==> src/rtl/reg_scoreboard_pkg.sv <==
// Shared sizes and the packed ID-to-scoreboard record for the register-write scoreboard.
package reg_scoreboard_pkg;
  localparam int NREG        = 32;
  localparam int CNT_W       = 2;
  localparam int REG_W       = 5;
  localparam int RF_ADDR_W   = REG_W;
  localparam int DS_TO_SB_WD = 17;

  // Field order matches {ds_is_imm, ds_rf_we, ds_rd, ds_rj, ds_rk}.
  typedef struct packed {
    logic                 is_imm;
    logic                 rf_we;
    logic [RF_ADDR_W-1:0] rd;
    logic [RF_ADDR_W-1:0] rj;
    logic [RF_ADDR_W-1:0] rk;
  } ds_to_sb_t;

  function automatic logic [CNT_W-1:0] cnt_max();
    return {CNT_W{1'b1}};
  endfunction
endpackage

==> src/rtl/reg_scoreboard_if.sv <==
// Issue/commit/flush signals between the pipeline (master) and the scoreboard (slave).
// Handshake: an ID instruction issues on a rising edge when ds_valid & ~ds_stall & es_allowin & ~flush.
interface reg_scoreboard_if;
  import reg_scoreboard_pkg::*;
  logic                 ds_valid;
  logic [RF_ADDR_W-1:0] ds_rj;
  logic [RF_ADDR_W-1:0] ds_rk;
  logic                 ds_is_imm;
  logic                 ds_rf_we;
  logic [RF_ADDR_W-1:0] ds_rd;
  logic                 es_allowin;
  logic                 ws_commit;
  logic [RF_ADDR_W-1:0] ws_dest;
  logic                 flush;
  logic                 ds_stall;
  logic [NREG-1:0]      busy_mask;
  logic                 sb_err;

  modport master (
    output ds_valid, ds_rj, ds_rk, ds_is_imm, ds_rf_we, ds_rd,
    output es_allowin, ws_commit, ws_dest, flush,
    input  ds_stall, busy_mask, sb_err
  );
  modport slave (
    input  ds_valid, ds_rj, ds_rk, ds_is_imm, ds_rf_we, ds_rd,
    input  es_allowin, ws_commit, ws_dest, flush,
    output ds_stall, busy_mask, sb_err
  );
endinterface

==> src/rtl/reg_scoreboard_sb_counter.sv <==
// Saturating up/down pending-write counter for one architectural register.
module sb_counter
  import reg_scoreboard_pkg::*;
#(
  parameter int W = CNT_W
) (
  input  logic         clk,
  input  logic         reset,
  input  logic         clr,
  input  logic         inc,
  input  logic         dec,
  output logic [W-1:0] cnt,
  output logic         busy,
  output logic         ovf,
  output logic         unf
);
  localparam logic [W-1:0] MAX = {W{1'b1}};

  // Errors hold the counter at its rail instead of wrapping.
  assign ovf  = inc & ~dec & (cnt == MAX);
  assign unf  = dec & ~inc & (cnt == '0);
  assign busy = (cnt != '0);

  always_ff @(posedge clk) begin
    if (reset || clr) begin
      cnt <= '0;
    end else if (inc && !dec && !ovf) begin
      cnt <= cnt + W'(1);
    end else if (dec && !inc && !unf) begin
      cnt <= cnt - W'(1);
    end
  end
endmodule

==> src/rtl/reg_scoreboard.sv <==
// Per-register pending-write scoreboard: issue/commit decoders, ID stall logic, sticky error flag.
module reg_scoreboard
  import reg_scoreboard_pkg::*;
(
  input  logic             clk,
  input  logic             reset,
  reg_scoreboard_if.slave  sb
);
  ds_to_sb_t       ds;
  logic [CNT_W-1:0] cnt [NREG];
  logic [NREG-1:0] busy;
  logic [NREG-1:0] ovf;
  logic [NREG-1:0] unf;
  logic [NREG-1:0] inc;
  logic [NREG-1:0] dec;
  logic            issue;
  logic            raw_j;
  logic            raw_k;
  logic            waw_full;
  logic            stall;
  logic            sb_err_q;

  assign ds = '{is_imm: sb.ds_is_imm, rf_we: sb.ds_rf_we, rd: sb.ds_rd,
                rj: sb.ds_rj, rk: sb.ds_rk};

  // r0 is hard-wired idle: never counted, never busy.
  assign cnt[0]  = '0;
  assign busy[0] = 1'b0;
  assign ovf[0]  = 1'b0;
  assign unf[0]  = 1'b0;

  // Stall sees only registered counters; a same-cycle WB commit does not bypass.
  assign raw_j    = (ds.rj != '0) & busy[ds.rj];
  assign raw_k    = ~ds.is_imm & (ds.rk != '0) & busy[ds.rk];
  assign waw_full = ds.rf_we & (ds.rd != '0) & (cnt[ds.rd] == cnt_max());
  assign stall    = sb.ds_valid & (raw_j | raw_k | waw_full);
  assign issue    = sb.ds_valid & ~stall & sb.es_allowin & ~sb.flush;

  always_comb begin
    inc = '0;
    dec = '0;
    for (int i = 1; i < NREG; i++) begin
      inc[i] = issue & ds.rf_we & (ds.rd == RF_ADDR_W'(i));
      dec[i] = sb.ws_commit & (sb.ws_dest == RF_ADDR_W'(i));
    end
  end

  for (genvar g = 1; g < NREG; g++) begin : g_cnt
    sb_counter #(.W(CNT_W)) u_cnt (
      .clk   (clk),
      .reset (reset),
      .clr   (sb.flush),
      .inc   (inc[g]),
      .dec   (dec[g]),
      .cnt   (cnt[g]),
      .busy  (busy[g]),
      .ovf   (ovf[g]),
      .unf   (unf[g])
    );
  end

  // A commit swallowed by a flush is not an underflow.
  always_ff @(posedge clk) begin
    if (reset) begin
      sb_err_q <= 1'b0;
    end else if ((|ovf) || ((|unf) && !sb.flush)) begin
      sb_err_q <= 1'b1;
    end
  end

  assign sb.ds_stall  = stall;
  assign sb.busy_mask = busy;
  assign sb.sb_err    = sb_err_q;
endmodule
==> src/flat_wrapper.sv <==
// flat-port wrapper written by rule: the top's interface ports become plain ports
module reg_scoreboard_flat import reg_scoreboard_pkg::*;
  (clk, reset, sb_ds_valid, sb_ds_rj, sb_ds_rk, sb_ds_is_imm, sb_ds_rf_we, sb_ds_rd, sb_es_allowin, sb_ws_commit, sb_ws_dest, sb_flush, sb_ds_stall, sb_busy_mask, sb_sb_err);
  reg_scoreboard_if sb_i ();
  input  logic clk;
  input  logic reset;
  input wire logic [$bits(sb_i.ds_valid)-1:0] sb_ds_valid;
  input wire logic [$bits(sb_i.ds_rj)-1:0] sb_ds_rj;
  input wire logic [$bits(sb_i.ds_rk)-1:0] sb_ds_rk;
  input wire logic [$bits(sb_i.ds_is_imm)-1:0] sb_ds_is_imm;
  input wire logic [$bits(sb_i.ds_rf_we)-1:0] sb_ds_rf_we;
  input wire logic [$bits(sb_i.ds_rd)-1:0] sb_ds_rd;
  input wire logic [$bits(sb_i.es_allowin)-1:0] sb_es_allowin;
  input wire logic [$bits(sb_i.ws_commit)-1:0] sb_ws_commit;
  input wire logic [$bits(sb_i.ws_dest)-1:0] sb_ws_dest;
  input wire logic [$bits(sb_i.flush)-1:0] sb_flush;
  output wire logic [$bits(sb_i.ds_stall)-1:0] sb_ds_stall;
  output wire logic [$bits(sb_i.busy_mask)-1:0] sb_busy_mask;
  output wire logic [$bits(sb_i.sb_err)-1:0] sb_sb_err;
  assign sb_i.ds_valid = sb_ds_valid;
  assign sb_i.ds_rj = sb_ds_rj;
  assign sb_i.ds_rk = sb_ds_rk;
  assign sb_i.ds_is_imm = sb_ds_is_imm;
  assign sb_i.ds_rf_we = sb_ds_rf_we;
  assign sb_i.ds_rd = sb_ds_rd;
  assign sb_i.es_allowin = sb_es_allowin;
  assign sb_i.ws_commit = sb_ws_commit;
  assign sb_i.ws_dest = sb_ws_dest;
  assign sb_i.flush = sb_flush;
  assign sb_ds_stall = sb_i.ds_stall;
  assign sb_busy_mask = sb_i.busy_mask;
  assign sb_sb_err = sb_i.sb_err;
  reg_scoreboard u_core (.clk(clk), .reset(reset), .sb(sb_i));
endmodule
==> config.mk <==
export PLATFORM = sky130hd
export DESIGN_NAME = reg_scoreboard_flat
export DESIGN_NICKNAME = d
export VERILOG_FILES = /design/src/rtl/reg_scoreboard_pkg.sv /design/src/rtl/reg_scoreboard_if.sv /design/src/rtl/reg_scoreboard_sb_counter.sv /design/src/rtl/reg_scoreboard.sv /design/src/flat_wrapper.sv
export SDC_FILE = /design/constraint.sdc
export NUM_CORES = 1
export LEC_CHECK = 0
export BUFFER_PORTS_ARGS = -buffer_cell sky130_fd_sc_hd__buf_2
export CAP_MARGIN = 40
export CORE_UTILIZATION = 55
export DETAILED_ROUTE_END_ITERATION = 16
export PLACE_DENSITY_LB_ADDON = 0.05
export SLEW_MARGIN = 15
export SYNTH_ARGS = -nofsm -noshare
export SYNTH_HDL_FRONTEND = slang
export SYNTH_SLANG_ARGS = --single-unit
==> constraint.sdc <==
create_clock -name clk -period 10.7 [get_ports clk]
set_input_delay 2.14 -clock clk [delete_from_list [all_inputs] [get_ports clk]]
set_output_delay 2.14 -clock clk [all_outputs]
set_load 0.05 [all_outputs]
**After elaboration in Yosys (flattened, before gate mapping)**

Index checks and enable logic that the tools add are counted.

- Bits in registers: 63
- Bits of input ports: 28
- Output and inout bits: 34
- Word-level logic and storage cells: 874

- $add $sub $neg: 62
- $lt $le $gt $ge: 3
- Equal/unequal tests: 94
- Multiplexer cells: 69
- Bitwise logic cells: 264
- Reduce and logical (&&, ||, !) cells: 350

Operator list:

| kind | number |
|---|---|
| $and A1 B1 Y1 | 196 |
| $eq A5 B5 Y1 const B | 32 |
| $mux W2 | 64 |
| $logic_and A1 B1 Y1 | 125 |
| $logic_not A1 Y1 | 125 |
| $reduce_bool A2 Y1 | 62 |
| $eq A5 B4 Y1 const B | 16 |
| $not A1 Y1 | 65 |
| $eq A2 B2 Y1 const B | 32 |
| $add A2 B1 Y2 const B | 31 |
| $logic_not A2 Y1 | 31 |
| $reduce_or A31 Y1 | 2 |
| $sub A2 B1 Y2 const B | 31 |
| $eq A5 B3 Y1 const B | 8 |
| $eq A5 B2 Y1 const B | 4 |
| $reduce_bool A5 Y1 | 3 |
| $lt A5 B6 Y1 const B | 2 |
| $bmux W1 S5 | 2 |
| $bmux W2 S5 | 1 |
| $eq A5 B1 Y1 const B | 2 |
| $ge A6 B6 Y1 const B | 1 |
| $not A5 Y6 | 1 |
| $logic_or A1 B1 Y1 | 2 |
| $mux W1 | 2 |
| $or A1 B1 Y1 | 2 |

**Depth between registers and ports, before layout**

Gate-level depths: netlist (run 1).

- Depth in word-level cells: 21
- Gate-level depth with buffers: 14
- Mapped depth without buffers: 10

**Cells and area by module**

Synthesis (run 1) repeated with hierarchy kept, for this count alone.

- Cell total of the unflattened synthesis: 740
- Area total of the unflattened synthesis: 5854.4 um2

By module, submodules not included:

| module | instances | cells each | area each (um2) | seq. area each (um2) |
|---|---|---|---|---|
| sb_counter at u_core.g_cnt[10].u_cnt ... | 29 | 16 | 131.4 | 40.0 |
| reg_scoreboard | 1 | 244 | 1764.2 | 20.0 |
| sb_counter at u_core.g_cnt[8].u_cnt ... | 2 | 16 | 140.1 | 40.0 |

**Least setup slack after synthesis (run 1)**

Ideal clock, no wire load.

- Path type: input-to-output
- From: input port sb_ds_rd[0]
- To: output port sb_ds_stall
- Arrival time: 4716 ps
- Required time: 8560 ps
- Slack: 3844 ps
- Stages on the path: 9
- Buffers on the path: 3
- Path through: clkbuf_1 -> clkbuf_1 -> mux4_2 -> a2111o_1 -> o221ai_1 -> a41oi_1 -> or2_4 -> buf_6 -> and2_1

- Word-level cells in the longest chain between the ends: 8
- Elaborated cells between the ends (all ways): 10
- Those cells by class: eq/ne (1); mux (3); bitwise (5); reduce/logical (1)

RTL lines:

| what | RTL line | RTL |
|---|---|---|
| from (decl) | flat_wrapper.sv:12 | `input wire logic [$bits(sb_i.ds_rd)-1:0] sb_ds_rd;` |
| $not A5 Y6 (not written as such) | reg_scoreboard.sv:35 | `assign waw_full = ds.rf_we & (ds.rd != '0) & (cnt[ds.rd] == cnt_max());` |
| $bmux W2 S5 | reg_scoreboard.sv:35 |  |
| $mux W2 (not written as such) (2 in series) | reg_scoreboard.sv:35 |  |
| $eq A2 B2 Y1 | reg_scoreboard.sv:35 |  |
| $and A1 B1 Y1 (*) | reg_scoreboard.sv:35 |  |
| $or A1 B1 Y1 (*) | reg_scoreboard.sv:36 | `assign stall = sb.ds_valid & (raw_j \| raw_k \| waw_full);` |
| $and A1 B1 Y1 (*) | reg_scoreboard.sv:36 |  |
| to (decl) | flat_wrapper.sv:17 | `output wire logic [$bits(sb_i.ds_stall)-1:0] sb_ds_stall;` |

Every way passes the cells marked *; elsewhere a longest branch is shown, timed or not. The select of a mux whose other input is x is not followed.

**Final worst setup path (run 1)**

Same ends and word-level chain as after synthesis.

==> results of run 1 <==
through the flow:
stage	std cells	total power, W
6_report	943	0.000520
5_1_grt	943	0.000537
4_1_cts	942	0.000517
3_5_place_dp	928	0.000335
3_3_place_gp	926	0.000332
2_1_floorplan	816	0.000308
layer usage:
| metal | track usage [%] | vias up | wire (um) |
|---|---|---|---|
| li1 | - | 3007 | - |
| met1 | 52.3 | 3108 | 8710 |
| met2 | 58.8 | 438 | 9270 |
| met3 | 8.42 | 72 | 2370 |
| met4 | 20.1 | 0 | 842 |
| met5 | 0 | - | 0 |
placed cells by master (no fill, tap or decap), types with 12 or more instances in the layout:
cell / n
nor2_1: 79
nand2_1: 65
dfxtp_1: 63
buf_2: 62
o21ai_0: 54
a21oi_1: 44
nor3_1: 39
nand3_1: 36
o31ai_1: 28
inv_1: 27
or2_2: 26
nor4_1: 21
nand2b_1: 15
nand4_1: 14
nor2b_1: 13
o211ai_1: 12
or3_1: 12
a211oi_1: 12
cell families (layout without fill, tap and decap cells):
logic type / Yosys count / in the layout / synth area share [%]
and+or+nand+nor: 374 / 374 / 34.1
muxes: 18 / 18 / 5.53
buffers and inverters: 118 / 109 / 10.1
other: 1 / 1 / 0.0645
AOI/OAI and AO/OA: 242 / 242 / 28.5
DFF: 63 / 63 / 21.7
sequential cells by signal (all words and copies together) (netlist names):
signal                  count
u_core.sb.sb_err            1
u_core.g_cnt.u_cnt.cnt     62
cell type report:
type | count | area, um2
clock buffers | 13 | 159
repair buffers | 68 | 375
well taps | 136 | 170
flip-flops and latches | 63 | 1260
inverters | 27 | 101
multi-input cells | 635 | 3970
fillers | 1028 | 4240
clock inverters | 1 | 5.00
worst min-delay path by stage:
stage / start / end / slack (ps) / cells after the start
6_report: u_core.g_cnt[24].u_cnt.cnt[1] / u_core.g_cnt[24].u_cnt.cnt[1] / 510 / 2
5_1_grt: u_core.g_cnt[3].u_cnt.cnt[1] / u_core.g_cnt[3].u_cnt.cnt[1] / 530 / 2
4_1_cts: u_core.g_cnt[31].u_cnt.cnt[1] / u_core.g_cnt[31].u_cnt.cnt[1] / 500 / 2
3_5_place_dp: u_core.g_cnt[31].u_cnt.cnt[1] / u_core.g_cnt[31].u_cnt.cnt[1] / 490 / 2
3_3_place_gp: u_core.g_cnt[23].u_cnt.cnt[1] / u_core.g_cnt[23].u_cnt.cnt[1] / 480 / 2
2_1_floorplan: u_core.g_cnt[31].u_cnt.cnt[1] / u_core.g_cnt[31].u_cnt.cnt[1] / 460 / 2
power groups by stage:
stage / sequential (W) / clock (W) / combinational (W)
floorplan: 0.000242 / 0 / 0.0000661
global placement: 0.000241 / 0 / 0.0000914
detailed placement: 0.000241 / 0 / 0.0000944
CTS: 0.000236 / 0.000187 / 0.0000947
global route: 0.000235 / 0.000198 / 0.000104
finish: 0.000236 / 0.000186 / 0.0000986
worst max-delay path: stages:
cell,delay [ps]
buf_2,520
mux4_2,600
a2111o_1,420
o221ai_1,330
buf_2,300
a41oi_1,70
buf_4,240
or2_4,340
and2_1,180
buf_2,200
==> results.sh, run 1 <==
export IMPL_finalSetupViolations=0
export IMPL_via_count=6625
export IMPL_hold_viol_final=0
export IMPL_powerDensity_mw_per_mm2=86.1
export IMPL_cp_arrival_ps=5370
export IMPL_overflow=0
export IMPL_cts_tree="yes"
export IMPL_wl_mm=21.2
export IMPL_nets=832
export IMPL_diodes=0
export IMPL_p_switching_w=0.000165
export IMPL_rsz0062_at_grt="no"
export IMPL_grt_pass1_wl_mm=32.9
export IMPL_yosysMostFrequentCell="nor2_1"
export IMPL_routabilityCongestion=0.992
export IMPL_fmax_mhz=133
export IMPL_synth_edff_count=0
export IMPL_drive_above_1_share_pct=16.4
export IMPL_path_clk_slew_ps=70
export IMPL_synth_top_area_cell="dfxtp_1"
export IMPL_drcViolationCount=0
export IMPL_synth_area_leaders="dfxtp_1, nor2_1, o21ai_0"
export IMPL_ys_async_sr_fraction_pct=0
export IMPL_avgViaCountPerCell=7.03
export IMPL_ios=62
export IMPL_grt_pass1_vias=6000
export IMPL_clk_path_buf_depth=2
export IMPL_post_cts_setup_buffers=0
export IMPL_fin_ws_ps=3190
export IMPL_dpl_cell_area_mm2=0.00587
export IMPL_p_seq_share_pct=45.3
export IMPL_startpoint_type="input port"
export IMPL_synth_commonest_cells="nor2_1, nand2_1, dfxtp_1, o21ai_0, clkbuf_1"
export IMPL_timing_hold_ws_ps=505
export IMPL_min_period_ps=7510
export IMPL_cp_startpoint="sb_ds_rd[0]"
export IMPL_finalClockSkew_ps=12.0
export IMPL_port_buffer_count=60
export IMPL_area_growth_pct=3.83
export IMPL_power_leakage_nw=2.17
export IMPL_path_max_fanout=32
export IMPL_antenna_found_initial=0
export IMPL_endpoint="sb_ds_stall"
export IMPL_switching_share_pct=31.8
export IMPL_grt_max_degree=39
export IMPL_fin_crit_sh_pct=70.2
export IMPL_synthFlopType="dfxtp_1"
export IMPL_place_ws_ps=3070
export IMPL_synth_cell_types=71
export IMPL_vdd_drop_max_mv=0.0556
export IMPL_path_class="in2out"
export IMPL_max_slew_worst_pin_slew_ps=876
export IMPL_combPwrFrac_pct=19.0
export IMPL_synth_nets=844
export IMPL_r2r_start="u_core.g_cnt[23].u_cnt.cnt[0]"
export IMPL_clk_latency_ps=370
export IMPL_yosysWarnings=0
export IMPL_reg2reg_to="u_core.g_cnt[12].u_cnt.cnt[0]"
export IMPL_core_rowCount=37
export IMPL_hpwl_mm=15.7
export IMPL_wl_per_cell_um=22.5
export IMPL_status="completed"
export IMPL_htreeDepth=3
export IMPL_tns_ps=0
export IMPL_drtPass1Iterations=5
export IMPL_p_int_w=0.000355
export IMPL_ys_seq_area_share_pct=21.7
export IMPL_drt_initial_drc_count=795
export IMPL_dieWidth_um=105
export IMPL_fin_util_pct=58.8
export IMPL_synthCells=816
export IMPL_max_cap_violations=0
export IMPL_dieArea_mm2=0.0110
export IMPL_ctsResizeCount=0
export IMPL_stdcell_area_mm2=0.00604
export IMPL_hold_class="reg2reg"
export IMPL_ant_nets=0
export IMPL_cts_made_buffers=9
export IMPL_cts_sinks=63
export IMPL_fp_coreArea_mm2=0.0103
export IMPL_synth_top_cell_area_share_pct=21.7
export IMPL_slew_headroom_pct=41.4
export IMPL_die_h_um=105
export IMPL_reg2reg_setup_slack_ps=6570
export IMPL_worstPathRequired_ps=8560
export IMPL_synth_area_mm2=0.00582
export IMPL_cts_root_buffer="clkbuf_8"
export IMPL_grt_usage_pct=39.1
export IMPL_initial_core_util_pct=56.6
export IMPL_postSynthAreaPerCell_um2=7.13
export IMPL_reg2reg_depth=9
export IMPL_ys_seq_elements=63
export IMPL_finalMaxSlewViolations=0
export IMPL_postCtsHoldBufs=0
export IMPL_pwr_share_clk_pct=35.7
export IMPL_worstSetupEndpointType="primary output"
Power figures use the tool's default switching activity.
==> run 2, diff against run 1 <==
==> constraint.sdc (replaced) <==
create_clock -name clk -period 7.7 [get_ports clk]
set_input_delay 1.54 -clock clk [delete_from_list [all_inputs] [get_ports clk]]
set_output_delay 1.54 -clock clk [all_outputs]
set_load 0.05 [all_outputs]
==> results.sh, run 2 (synthesized netlist as in run 1, its figures left out) <==
export IMPL_startpoint_type="input port"
export IMPL_wl_mm=22.0
export IMPL_die_h_um=105
export IMPL_cts_sinks=63
export IMPL_area_growth_pct=4.04
export IMPL_cp_arrival_ps=4540
export IMPL_ios=62
export IMPL_slowest_delay_ps=600
export IMPL_postCtsHoldBufs=0
export IMPL_min_period_ps=6080
export IMPL_finalMaxSlewViolations=0
export IMPL_crit_slowest_cell="mux4_2"
export IMPL_post_cts_setup_buffers=0
export IMPL_grt_pass1_wl_mm=34.4
export IMPL_reg2reg_depth=9
export IMPL_port_buffer_count=60
export IMPL_multi_input_area_mm2=0.00397
export IMPL_dieArea_mm2=0.0110
export IMPL_hold_class="reg2reg"
export IMPL_overflow=0
export IMPL_clk_latency_ps=390
export IMPL_r2r_start="u_core.g_cnt[23].u_cnt.cnt[0]"
export IMPL_cts_root_buffer="clkbuf_8"
export IMPL_routabilityCongestion=0.995
export IMPL_fmax_mhz=164
export IMPL_ant_nets=0
export IMPL_avgViaCountPerCell=7.05
export IMPL_layout_commonest_cell="nor2_1"
export IMPL_tns_ps=0
export IMPL_finalSetupViolations=0
export IMPL_finalClockSkew_ps=16.2
export IMPL_crit_chain="buf_2, mux4_2, a2111o_1, o221ai_1, buf_4, a41oi_1, buf_4, or2_4, and2_1, buf_2"
export IMPL_rsz0062_at_grt="no"
export IMPL_diodes=0
export IMPL_layout_common_cells="nor2_1, nand2_1, dfxtp_1"
export IMPL_grt_usage_pct=41.3
export IMPL_path_depth=10
export IMPL_seqCellArea_mm2=0.00126
export IMPL_core_rowCount=37
export IMPL_nets=832
export IMPL_max_slew_worst_pin_slew_ps=978
export IMPL_worstPathRequired_ps=6160
export IMPL_cpLargestDelayFamily="buffers and inverters"
export IMPL_clk_path_buf_depth=2
export IMPL_drtPass1Iterations=6
export IMPL_fin_crit_sh_pct=79.0
export IMPL_slew_headroom_pct=34.3
export IMPL_cp_startpoint="sb_ds_rd[0]"
export IMPL_dieWidth_um=105
export IMPL_drive_above_1_share_pct=16.4
export IMPL_vdd_drop_max_mv=0.133
export IMPL_hold_viol_final=0
export IMPL_largest_register="u_core.g_cnt.u_cnt.cnt"
export IMPL_ctsResizeCount=0
export IMPL_fp_coreArea_mm2=0.0103
export IMPL_worstSetupEndpointType="primary output"
export IMPL_path_buf_inv=4
export IMPL_max_cap_violations=0
export IMPL_powerDensity_mw_per_mm2=126
export IMPL_hpwl_mm=16.0
export IMPL_hold_depth=2
export IMPL_largest_reg_flops=62
export IMPL_cts_made_buffers=9
export IMPL_via_count=6661
export IMPL_power_leakage_nw=2.18
export IMPL_path_clk_slew_ps=60
export IMPL_drcViolationCount=0
export IMPL_path_class="in2out"
export IMPL_drt_initial_drc_count=998
export IMPL_htreeDepth=3
export IMPL_wl_per_cell_um=23.3
export IMPL_min_from="u_core.g_cnt[31].u_cnt.cnt[1]"
export IMPL_stdcell_area_mm2=0.00605
export IMPL_initial_core_util_pct=56.6
export IMPL_path_max_fanout=32
export IMPL_dpl_cell_area_mm2=0.00586
export IMPL_antenna_found_initial=0
export IMPL_n_fill_cell=1015
export IMPL_status="completed"
export IMPL_grt_max_degree=58
export IMPL_timing_hold_ws_ps=504
export IMPL_grt_pass1_vias=6277
export IMPL_cts_tree="yes"
run 2: changes by cell type in the layout (fill, tap and decap cells not counted):
cell        previous run  this run
buf_16                 1         0
bufinv_16              0         1
buf_2                 62        60
buf_4                  5         8
clkbuf_8              11        10
clkbuf_1               2         3
clkinvlp_4             0         1
run 2: path summary, 6_finish.rpt:
| kind | end | slack [ps] |
|---|---|---|
| max | sb_ds_stall | 1620 |
| min | u_core.g_cnt[31].u_cnt.cnt[1] | 500 |
| max reg2reg | u_core.sb.sb_err | 3550 |
| min reg2reg | u_core.g_cnt[31].u_cnt.cnt[1] | 500 |
run 2: area by class of cell:
class | count | share of cell area [%]
clock buffers | 13 | 2.46
multi-input cells | 635 | 65.6
inverters | 27 | 1.67
well taps | 136 | 2.81
clock inverters | 3 | 0.703
flip-flops and latches | 63 | 20.8
repair buffers | 68 | 5.95
run 2: report_power, final:
part	total (W)	switching (W)	internal (W)
combinational	0.000137	0.000102	0.0000350
sequential	0.000327	0.000000760	0.000326
clock	0.000297	0.000139	0.000158
total	0.000761	0.000242	0.000519
run 2: through the flow:
| step | setup WS [ps] | total power [W] | utilization, % | instances |
|---|---|---|---|---|
| floorplan | 2040 | 0.000428 | - | 816 |
| global placement | 1760 | 0.000464 | 57.0 | 929 |
| detailed placement | 1680 | 0.000467 | 57.0 | 929 |
| CTS | 1670 | 0.000757 | 58.9 | 945 |
| global route | 1520 | 0.000784 | 58.9 | 945 |
| finish | 1620 | 0.000761 | 58.9 | 945 |
run 2: worst min-delay path, cell delays in order, from the launching register on:
cell	delay (ps)
dfxtp_1	340
nand2_1	70
a21oi_1	50
run 2: per-layer routing:
layer,vias to the layer above,share of wire (%),global-route usage [%]
met5,-,0,0
met2,452,44,60.5
met1,3118,41,54.7
met3,87,11,12.0
li1,3004,-,-
met4,0,4.2,21.2
==> run 3, diff against run 2 <==
==> constraint.sdc (replaced) <==
create_clock -name clk -period 5.41 [get_ports clk]
set_input_delay 1.082 -clock clk [delete_from_list [all_inputs] [get_ports clk]]
set_output_delay 1.082 -clock clk [all_outputs]
set_load 0.05 [all_outputs]
==> results.sh, run 3 (synthesized netlist as in run 1, its figures left out) <==
export IMPL_cts_root_buffer="clkbuf_8"
export IMPL_status="completed"
export IMPL_htreeDepth=3
export IMPL_finalClockSkew_ps=13.5
export IMPL_grt_pass1_vias=6092
export IMPL_dieWidth_um=105
export IMPL_rsz0062_at_grt="no"
export IMPL_wl_per_cell_um=23.3
export IMPL_hpwl_mm=16.2
export IMPL_worstPathRequired_ps=4330
export IMPL_overflow=0
export IMPL_largest_register="u_core.g_cnt.u_cnt.cnt"
export IMPL_cp_arrival_ps=3830
export IMPL_drcViolationCount=0
export IMPL_drt_initial_drc_count=865
export IMPL_layout_commonest_cell="nor2_1"
export IMPL_layout_common_cells="nor2_1, nand2_1, dfxtp_1"
export IMPL_worstSetupEndpointType="primary output"
export IMPL_fmax_mhz=204
export IMPL_place_ws_ps=535
export IMPL_power_leakage_nw=2.22
export IMPL_cts_tree="yes"
export IMPL_hold_class="reg2reg"
export IMPL_ctsResizeCount=0
export IMPL_crit_slowest_cell="or4_4"
export IMPL_postCtsHoldBufs=0
export IMPL_core_rowCount=37
export IMPL_slowest_delay_ps=660
export IMPL_ios=62
export IMPL_largest_reg_flops=62
export IMPL_avgViaCountPerCell=7.07
export IMPL_cts_made_buffers=9
export IMPL_tns_ps=0
export IMPL_grt_max_degree=31
export IMPL_cpLargestDelayFamily="simple AND/OR/NAND/NOR gates"
export IMPL_grt_usage_pct=40.2
export IMPL_max_cap_violations=0
export IMPL_wl_mm=22.1
export IMPL_finalMaxSlewViolations=0
export IMPL_path_class="in2out"
export IMPL_clk_latency_ps=380
export IMPL_n_fill_cell=1040
export IMPL_crit_chain="buf_2, mux4_2, a21o_1, o2111a_1, or4_4, or2_4, and2_1, buf_2"
export IMPL_vdd_drop_max_mv=0.132
export IMPL_path_buf_inv=2
export IMPL_cpMostUsedCell="buf_2"
export IMPL_ant_nets=0
export IMPL_fin_crit_sh_pct=90.8
export IMPL_max_slew_worst_pin_slew_ps=955
export IMPL_min_period_ps=4910
export IMPL_slew_headroom_pct=36.1
export IMPL_routabilityCongestion=1.02
export IMPL_powerDensity_mw_per_mm2=189
export IMPL_nets=836
export IMPL_cts_sinks=63
export IMPL_port_buffer_count=60
export IMPL_path_clk_slew_ps=70
export IMPL_path_max_fanout=19
export IMPL_fin_ws_ps=498
export IMPL_via_count=6712
export IMPL_post_cts_setup_buffers=0
export IMPL_antenna_found_initial=0
export IMPL_diodes=0
export IMPL_fp_coreArea_mm2=0.0103
export IMPL_hold_viol_final=0
export IMPL_dieArea_mm2=0.0110
export IMPL_finalSetupViolations=0
export IMPL_initial_core_util_pct=56.6
export IMPL_drtPass1Iterations=5
export IMPL_drive_above_1_share_pct=17.0
export IMPL_die_h_um=105
export IMPL_startpoint_type="input port"
export IMPL_area_growth_pct=5.12
export IMPL_grt_pass1_wl_mm=33.9
export IMPL_clk_path_buf_depth=2
==> run 3: path summary, 6_finish.rpt <==
kind,start,end,slack (ps),cells past startpoint
setup reg to reg,u_core.g_cnt[21].u_cnt.cnt[0],u_core.sb.sb_err,1290,10
hold reg to reg,u_core.g_cnt[31].u_cnt.cnt[1],u_core.g_cnt[31].u_cnt.cnt[1],500,2
setup / recovery,sb_ds_rj[1],sb_ds_stall,500,8
hold / removal,u_core.g_cnt[31].u_cnt.cnt[1],u_core.g_cnt[31].u_cnt.cnt[1],500,2
==> run 3: layer usage <==
| metal | vias to the layer above | track usage (%) | wire length (um) |
|---|---|---|---|
| met4 | 0 | 16.0 | 813 |
| met2 | 438 | 62.2 | 9600 |
| li1 | 3013 | - | - |
| met1 | 3196 | 54.0 | 9230 |
| met5 | - | 0 | 0 |
| met3 | 65 | 9.30 | 2440 |
==> run 3: through the flow <==
step	hold slack [ps]	util (%)	instances	area [um2]	power (W)
floorplan	465	-	816	5820	0.000610
finish	496	59.5	949	6120	0.00115
CTS	495	59.5	949	6120	0.00114
detailed placement	487	57.3	933	5890	0.000667
global placement	481	57.3	933	5890	0.000664
global route	527	59.5	949	6120	0.00118
==> run 3: worst min-delay path, cell delays in order (launching register included) <==
cell     delay [ps]
dfxtp_1         340
nand2_1          60
a21oi_1          50
==> run 3: cell type report <==
| class | instances | area (um2) | share of cell area (%) |
|---|---|---|---|
| flip-flops and latches | 63 | 1260 | 20.6 |
| multi-input cells | 635 | 3970 | 64.9 |
| well taps | 136 | 170 | 2.78 |
| repair buffers | 72 | 390 | 6.38 |
| clock inverters | 3 | 65.1 | 1.06 |
| clock buffers | 13 | 159 | 2.60 |
| inverters | 27 | 101 | 1.66 |
==> run 3: where the power goes <==
group	total [W]	leakage, nW	switching, W	internal, W
clock	0.000488	0.114	0.000203	0.000284
sequential	0.000466	0.507	0.00000125	0.000464
combinational	0.000200	1.60	0.000147	0.0000531
